--- src/rtl/deser_align.sv ---
// Serial-to-parallel deserializer that hunts for a comma character, qualifies
// lock over LOCK_CNT aligned commas, then emits aligned data words.
module deser_align #(
  parameter int               WIDTH     = 8,
  parameter logic [WIDTH-1:0] COMMA     = WIDTH'(8'hBC),
  parameter int               LOCK_CNT  = 4,
  parameter int               MAX_GAP   = 0,
  parameter bit               MSB_FIRST = 1'b1
) (
  input  logic             clk_nf,
  input  logic             reset,
  input  logic             in,
  input  logic             in_en,
  input  logic             realign,
  output logic [WIDTH-1:0] data_par,
  output logic             valid_par,
  output logic             locked,
  output logic             comma_det,
  output logic             lock_lost
);

  localparam int BW    = $clog2(WIDTH);
  localparam int GAP_W = (MAX_GAP < 15) ? 4 : $clog2(MAX_GAP + 2);

  typedef enum logic [1:0] {HUNT, SYNC, LOCKED} state_t;

  state_t             state_q, state_d;
  logic [WIDTH-1:0]   sr_q, sr_d, nsr;
  logic [BW-1:0]      bit_cnt_q, bit_cnt_d;
  logic [3:0]         comma_cnt_q, comma_cnt_d;
  logic [GAP_W-1:0]   gap_cnt_q, gap_cnt_d;
  logic [WIDTH-1:0]   data_q, data_d;
  logic               valid_q, valid_d;
  logic               comma_det_q, comma_det_d;
  logic               lock_lost_q, lock_lost_d;
  logic               locked_q, locked_d;
  logic               boundary;
  logic               is_comma;

  generate
    if (MSB_FIRST) begin : g_msb
      assign nsr = {sr_q[WIDTH-2:0], in};
    end else begin : g_lsb
      assign nsr = {in, sr_q[WIDTH-1:1]};
    end
  endgenerate

  assign boundary = in_en && (bit_cnt_q == BW'(WIDTH - 1));
  assign is_comma = (nsr == COMMA);

  always_comb begin
    state_d     = state_q;
    sr_d        = sr_q;
    bit_cnt_d   = bit_cnt_q;
    comma_cnt_d = comma_cnt_q;
    gap_cnt_d   = gap_cnt_q;
    data_d      = data_q;
    valid_d     = 1'b0;
    comma_det_d = 1'b0;
    lock_lost_d = 1'b0;

    if (in_en) begin
      sr_d      = nsr;
      bit_cnt_d = boundary ? '0 : bit_cnt_q + BW'(1);
    end

    // realign outranks any boundary event landing on the same cycle
    if (realign) begin
      state_d     = HUNT;
      comma_cnt_d = '0;
      gap_cnt_d   = '0;
      bit_cnt_d   = '0;
      lock_lost_d = (state_q == LOCKED);
    end else if (in_en) begin
      case (state_q)
        HUNT: begin
          // any bit position may start a comma; realign the word counter to it
          if (is_comma) begin
            bit_cnt_d   = '0;
            comma_cnt_d = 4'd1;
            state_d     = (LOCK_CNT == 1) ? LOCKED : SYNC;
          end
        end
        SYNC: begin
          if (boundary) begin
            if (is_comma) begin
              comma_cnt_d = comma_cnt_q + 4'd1;
              if (comma_cnt_q + 4'd1 == 4'(LOCK_CNT)) begin
                state_d = LOCKED;
              end
            end else begin
              state_d     = HUNT;
              comma_cnt_d = '0;
            end
          end
        end
        LOCKED: begin
          if (boundary) begin
            if (is_comma) begin
              comma_det_d = 1'b1;
              gap_cnt_d   = '0;
            end else if (MAX_GAP != 0 && gap_cnt_q >= GAP_W'(MAX_GAP)) begin
              state_d     = HUNT;
              lock_lost_d = 1'b1;
              gap_cnt_d   = '0;
              comma_cnt_d = '0;
            end else begin
              data_d  = nsr;
              valid_d = 1'b1;
              if (gap_cnt_q != '1) begin
                gap_cnt_d = gap_cnt_q + GAP_W'(1);
              end
            end
          end
        end
        default: state_d = HUNT;
      endcase
    end

    locked_d = (state_d == LOCKED);
  end

  always_ff @(posedge clk_nf or posedge reset) begin
    if (reset) begin
      state_q     <= HUNT;
      sr_q        <= '0;
      bit_cnt_q   <= '0;
      comma_cnt_q <= '0;
      gap_cnt_q   <= '0;
      data_q      <= '0;
      valid_q     <= 1'b0;
      comma_det_q <= 1'b0;
      lock_lost_q <= 1'b0;
      locked_q    <= 1'b0;
    end else begin
      state_q     <= state_d;
      sr_q        <= sr_d;
      bit_cnt_q   <= bit_cnt_d;
      comma_cnt_q <= comma_cnt_d;
      gap_cnt_q   <= gap_cnt_d;
      data_q      <= data_d;
      valid_q     <= valid_d;
      comma_det_q <= comma_det_d;
      lock_lost_q <= lock_lost_d;
      locked_q    <= locked_d;
    end
  end

  assign data_par  = data_q;
  assign valid_par = valid_q;
  assign locked    = locked_q;
  assign comma_det = comma_det_q;
  assign lock_lost = lock_lost_q;

endmodule

--- config.mk ---
export PLATFORM = sky130hd
export DESIGN_NAME = deser_align
export DESIGN_NICKNAME = d
export VERILOG_FILES = /design/src/rtl/deser_align.sv
export SDC_FILE = /design/constraint.sdc
export NUM_CORES = 1
export LEC_CHECK = 0
export BUFFER_PORTS_ARGS = -buffer_cell sky130_fd_sc_hd__buf_2
export CORE_UTILIZATION = 57
export CTS_CLUSTER_SIZE = 20
export DETAILED_ROUTE_END_ITERATION = 16
export PLACE_DENSITY = 0.79
export SYNTH_ARGS = -nofsm -noshare
export SYNTH_HDL_FRONTEND = slang
export SYNTH_SLANG_ARGS = --single-unit
--- constraint.sdc ---
create_clock -name clk_nf -period 4 [get_ports clk_nf]
set_clock_uncertainty 0.15 [all_clocks]
set_input_delay 0.6 -clock clk_nf [delete_from_list [all_inputs] [get_ports clk_nf]]
set_output_delay 0.6 -clock clk_nf [all_outputs]
set_load 0.01 [all_outputs]
; ---- Yosys cells after proc, flatten, opt, wreduce, memory -nomap -nowiden
; Cells that the tools add are included.
[totals]
regBits = 28
latch_bits = 0
mem_bits_rw = 0
rom_bits = 0
in_bits = 5
out_inout_bits = 12
word_cells = 57
n_memories = 0
[classes]
addsub = 2
mul = 0
div_mod_pow = 0
n_lt_le_gt_ge = 0
eq_ne = 8
shifts = 0
mux = 30
bitwise_logic = 2
n_reduce_logical = 6
[ops]
columns = op, count
row1 = $mux W4, 5
row2 = $mux W3, 6
row3 = $mux W2, 6
row4 = $mux W1, 11
row5 = $eq A8 B8 Y1 const B, 1
row6 = $pmux W4 S2, 1
row7 = $ne A3 B3 Y1 const B, 2
row8 = $pmux W2 S3, 1
row9 = $reduce_and A5 Y1, 1
row10 = $add A4 B1 Y4 const B, 1
row11 = $eq A2 B2 Y1 const B, 2
row12 = $eq A4 B3 Y1 const B, 1
row13 = $reduce_and A4 Y1, 1
row14 = $add A3 B1 Y3 const B, 1
row15 = $eq A3 B3 Y1 const B, 1
row16 = $reduce_bool A3 Y1, 1
row17 = $eq A2 B1 Y1 const B, 1
row18 = $logic_not A2 Y1, 1
row19 = $not A1 Y1, 2
row20 = $reduce_bool A2 Y1, 1
row21 = $logic_and A1 B1 Y1, 1

; ---- Logic depth before layout (Yosys ltp)
[depth]
word_depth = 9
ltp_mapped = 6
ltp_nobuf = 6

; ---- Least setup slack after synthesis
; Ideal clock, no wire load.
[synth_timing]
path_type = input -> register
startpoint = in in
endpoint = reg bit_cnt_q[1]
setup_time_ps = 132
arrival_time_ps = 1634
required_ps = 3718
slack_ps = 2084
stages = 4
path_buffers = 0
path_cell_list = nand4b_1 > or4_4 > a32oi_1 > nor2_1
[synth_between]
elab_chain_cells = 5
[synth_rtl]
columns = element, line_no
row1 = "start, declared", 12  ; input logic in,
row2 = $eq A8 B8 Y1, 49  ; assign is_comma = (nsr == COMMA);
row3 = $mux W3, 78  ; if (is_comma) begin
row4 = $mux W3, 75  ; case (state_q)
row5 = $mux W3, 74  ; end else if (in_en) begin
row6 = $mux W3, 68  ; if (realign) begin
row7 = via bit_cnt_d[1], 29  ; logic [BW-1:0] bit_cnt_q, bit_cnt_d;
row8 = "end signal, assigned", 138  ; bit_cnt_q <= bit_cnt_d;
row9 = "end, declared", 29
; The timed path passes the listed nets, and every way through them passes these cells.
; A chain may end at the register's enable or synchronous reset.

; ---- Final worst setup path
[layout_timing]
startpoint = reg bit_cnt_q[0]
endpoint = reg data_q[1] (netlist: data_par[1])
[layout_between]
elab_chain_cells = 3
[layout_rtl]
columns = element, line_no
row1 = $eq A3 B3 Y1, 48  ; assign boundary = in_en && (bit_cnt_q == BW'(WIDTH - 1));
row2 = $logic_and A1 B1 Y1, 48
row3 = $reduce_and A5 Y1 (no line), --
row4 = "end signal, assigned", 141  ; data_q <= data_d;
row5 = "end, declared", 32  ; logic [WIDTH-1:0] data_q, data_d;
; No other way between the ends.

==> summary.txt <==
Status
  • Status: completed

Clock tree
  • Clock slew at reported path FFs: 0.15 ns
  • PostCTS Resize Cnt: 0
  • Hold-fix buffers, CTS: 0
  • Worst skew pair latency: 0.32 ns
  • CTS Sinks: 28
  • Clock root buffer: clkbuf_4
  • CTS buffer count: 3
  • Htree depth: 1
  • CTS max path bufs: 2
  • Post-CTS setup buffer count: 0
  • CTS tree: yes

Timing
  • Fin. Hold Viols: 0
  • FMAX: 488 MHz
  • RSZ-0062 raised after global routing: false
  • Worst relative slew slack: 33.1%
  • Setup TNS: 0 ns
  • Period utilization: 51.2%
  • Worst Max-Slew Pin Slew: 1.00 ns
  • Slew Limit Fails: 0
  • Final setup vio count: 0
  • Fin crit period: 2.05 ns

Pwr
  • Sw Ratio: 22.2%
  • Psw: 121 uW
  • Worst vdd ir: 265 uV
  • Seq pwr share: 58.9%
  • Internal Power: 425 uW
  • Clk pwr share: 33.1%
  • Combinational power share: 8.0%
  • Overall power: 546 uW
  • Leak: 0.000716 uW
  • PwrDens: 367 nW/um^2

Critical path
  • CP Class: reg2reg
  • RR Startpoint: bit_cnt_q[0]
  • CP max FO: 9
  • CP Data Arrival Time: 2.12 ns
  • R2R cell count: 6
  • Reg2reg end: data_par[1]
  • CP startpoint kind: flop
  • Reg2reg setup slack: 1.95 ns
  • CP required: 4.07 ns
  • CP Capture Type: flop

Finish
  • Syn-to-layout area delta: 11.6%
  • Most frequent cells in the layout: 28 x dfrtp_1, 16 x buf_2, 8 x mux2_4, 8 x nor2_1, 7 x mux2_2
  • Share of post-route cells with drive strength above 1: 35.2%
  • Ant diodes: 0
  • Util after Layout: 67.3%
  • Most common cell after layout, fill and taps aside: dfrtp_1
  • Layout net count: 132

Routing
  • First drt pass iteration count: 4
  • DRC: 0
  • Routed WL: 2.32 mm
  • Via Count: 891
  • Initial DRC count: 10
  • Antenna violation net count after detailed routing: 0
  • Routed len/inst: 15.4 um
  • Via density: 5.94

Floorplan
  • Core area: 2210 um^2
  • Die Wd: 50.4 um
  • Starting Density: 60.2%
  • Ports: 17
  • Die Ht: 50.4 um
  • Die area: 2540 um^2
  • FP Rows: 17

Synth
  • Post-synthesis sequential area ratio: 52.6%
  • Post-Synthesis Cells: 105
  • Largest area contributor in the netlist: dfrtp_1
  • Post-Syn Area per Cell: 12.7 um^2
  • #FFs+latches synth: 28
  • Primary FF master, synth: dfrtp_1
  • FFs w/ async S/R, synth: 100%
  • Mapped cell area: 1330 um^2
  • Largest cells by area after synthesis: dfrtp_1 53%, mux2_4 9.0%, mux2_2 5.9%
  • Share of the synthesized area in the top cell type: 52.6%
  • Number of synthesized flops with an enable pin: 0
  • Yosys warns: 0
  • Yosys cell types: 34
  • Syn nets: 114

Global routing
  • GRT Util Overall: 20.9%
  • Largest net degree at the start of global routing: 29
  • First-pass GRT wire length: 3.93 mm
  • Vias in the first global route: 855
  • Gr ovfl total: 0
  • Initial antenna violation count: 0

Place
  • HPWL after DPL: 1.68 mm
  • Port bufs: 16
  • Routability cong.: 0.743

Hold path
  • Hold crit path type: in2async

Job
  • Max Cap Viol: 0
## sequential cells by signal, summed over array words and instances (netlist names)
signal and flops:
bit_cnt_q 3, comma_cnt_q 4, comma_det 1, data_par 8, lock_lost 1, locked 1, sr_q 7, state_q 2
valid_par 1
## final cells by class
class / count / area (um^2)
Clock buffer: 3 / 22.5
Clock inverter: 1 / 30.0
Fill cell: 178 / 724
Inverter: 3 / 11.3
Multi-Input combinational cell: 71 / 608
Sequential cell: 28 / 701
Tap cell: 28 / 35.0
Timing Repair Buffer: 16 / 80.1
## layer usage
layer,GRT usage [%],vias to the layer above,routed length [um]
met5,0,-,0
met4,9.26,0,38
met3,3.03,4,52
met2,32.4,13,1100
met1,29.1,449,1130
li1,-,425,-
## cell usage after synthesis (all sizes together) (2+ instances only)
master and number:
nor4 2, ha 4, nor2 10, nand2b 2, mux2 15, nand4b 2, clkbuf 2, dfrtp 28
o31ai 2, a21bo 2, nand2 6, a21oi 2, nor2b 3, o21ai 4, inv 3, nand3 2
a32oi 3
## stage by stage
step | setup slack [ns] | std cells | hold slack, ns | area (um^2)
floorplan | 2.08 | 105 | 0.330 | 1330
finish | 1.95 | 150 | 0.336 | 1490
CTS | 1.94 | 150 | 0.368 | 1490
detailed placement | 1.79 | 146 | 0.340 | 1440
global placement | 1.82 | 146 | 0.340 | 1440
global route | 1.82 | 150 | 0.358 | 1490
## worst max-delay path, stage by stage (launching register included)
cell     delay, ns
dfrtp_1       0.39
ha_1          0.15
ha_1          0.22
nand2_1       0.08
or3_4         0.42
nor2_8        0.22
mux2_4        0.32
## logic make-up after synthesis
kind of cell               synth area share, %
and+or+nand+nor                           17.0
DFF                                       52.6
AOI/OAI and AO/OA                         9.95
muxes                                     14.9
buffers and inverters                     1.78
adders and majority gates                 3.76
## how the worst max path moves through the flow
stage / from / to / slack (ns) / cells after the start
2_1_floorplan: in / bit_cnt_q[1] / 2.08 / 4
3_3_place_gp: in / comma_cnt_q[2] / 1.82 / 5
3_5_place_dp: in_en / data_par[0] / 1.79 / 5
4_1_cts: bit_cnt_q[0] / data_par[1] / 1.94 / 6
5_1_grt: bit_cnt_q[0] / comma_cnt_q[2] / 1.82 / 6
6_report: bit_cnt_q[0] / data_par[1] / 1.95 / 6
## power by group through the flow
stage | clock network, uW | registers (uW) | logic [uW]
after global placement | 0 | 325 | 42.2
after CTS | 182 | 322 | 44.0
after floorplan | 0 | 319 | 35.9
after global routing | 192 | 325 | 48.4
after detailed placement | 0 | 327 | 43.6
final | 181 | 322 | 43.4
(Power assumes the default switching activity.)
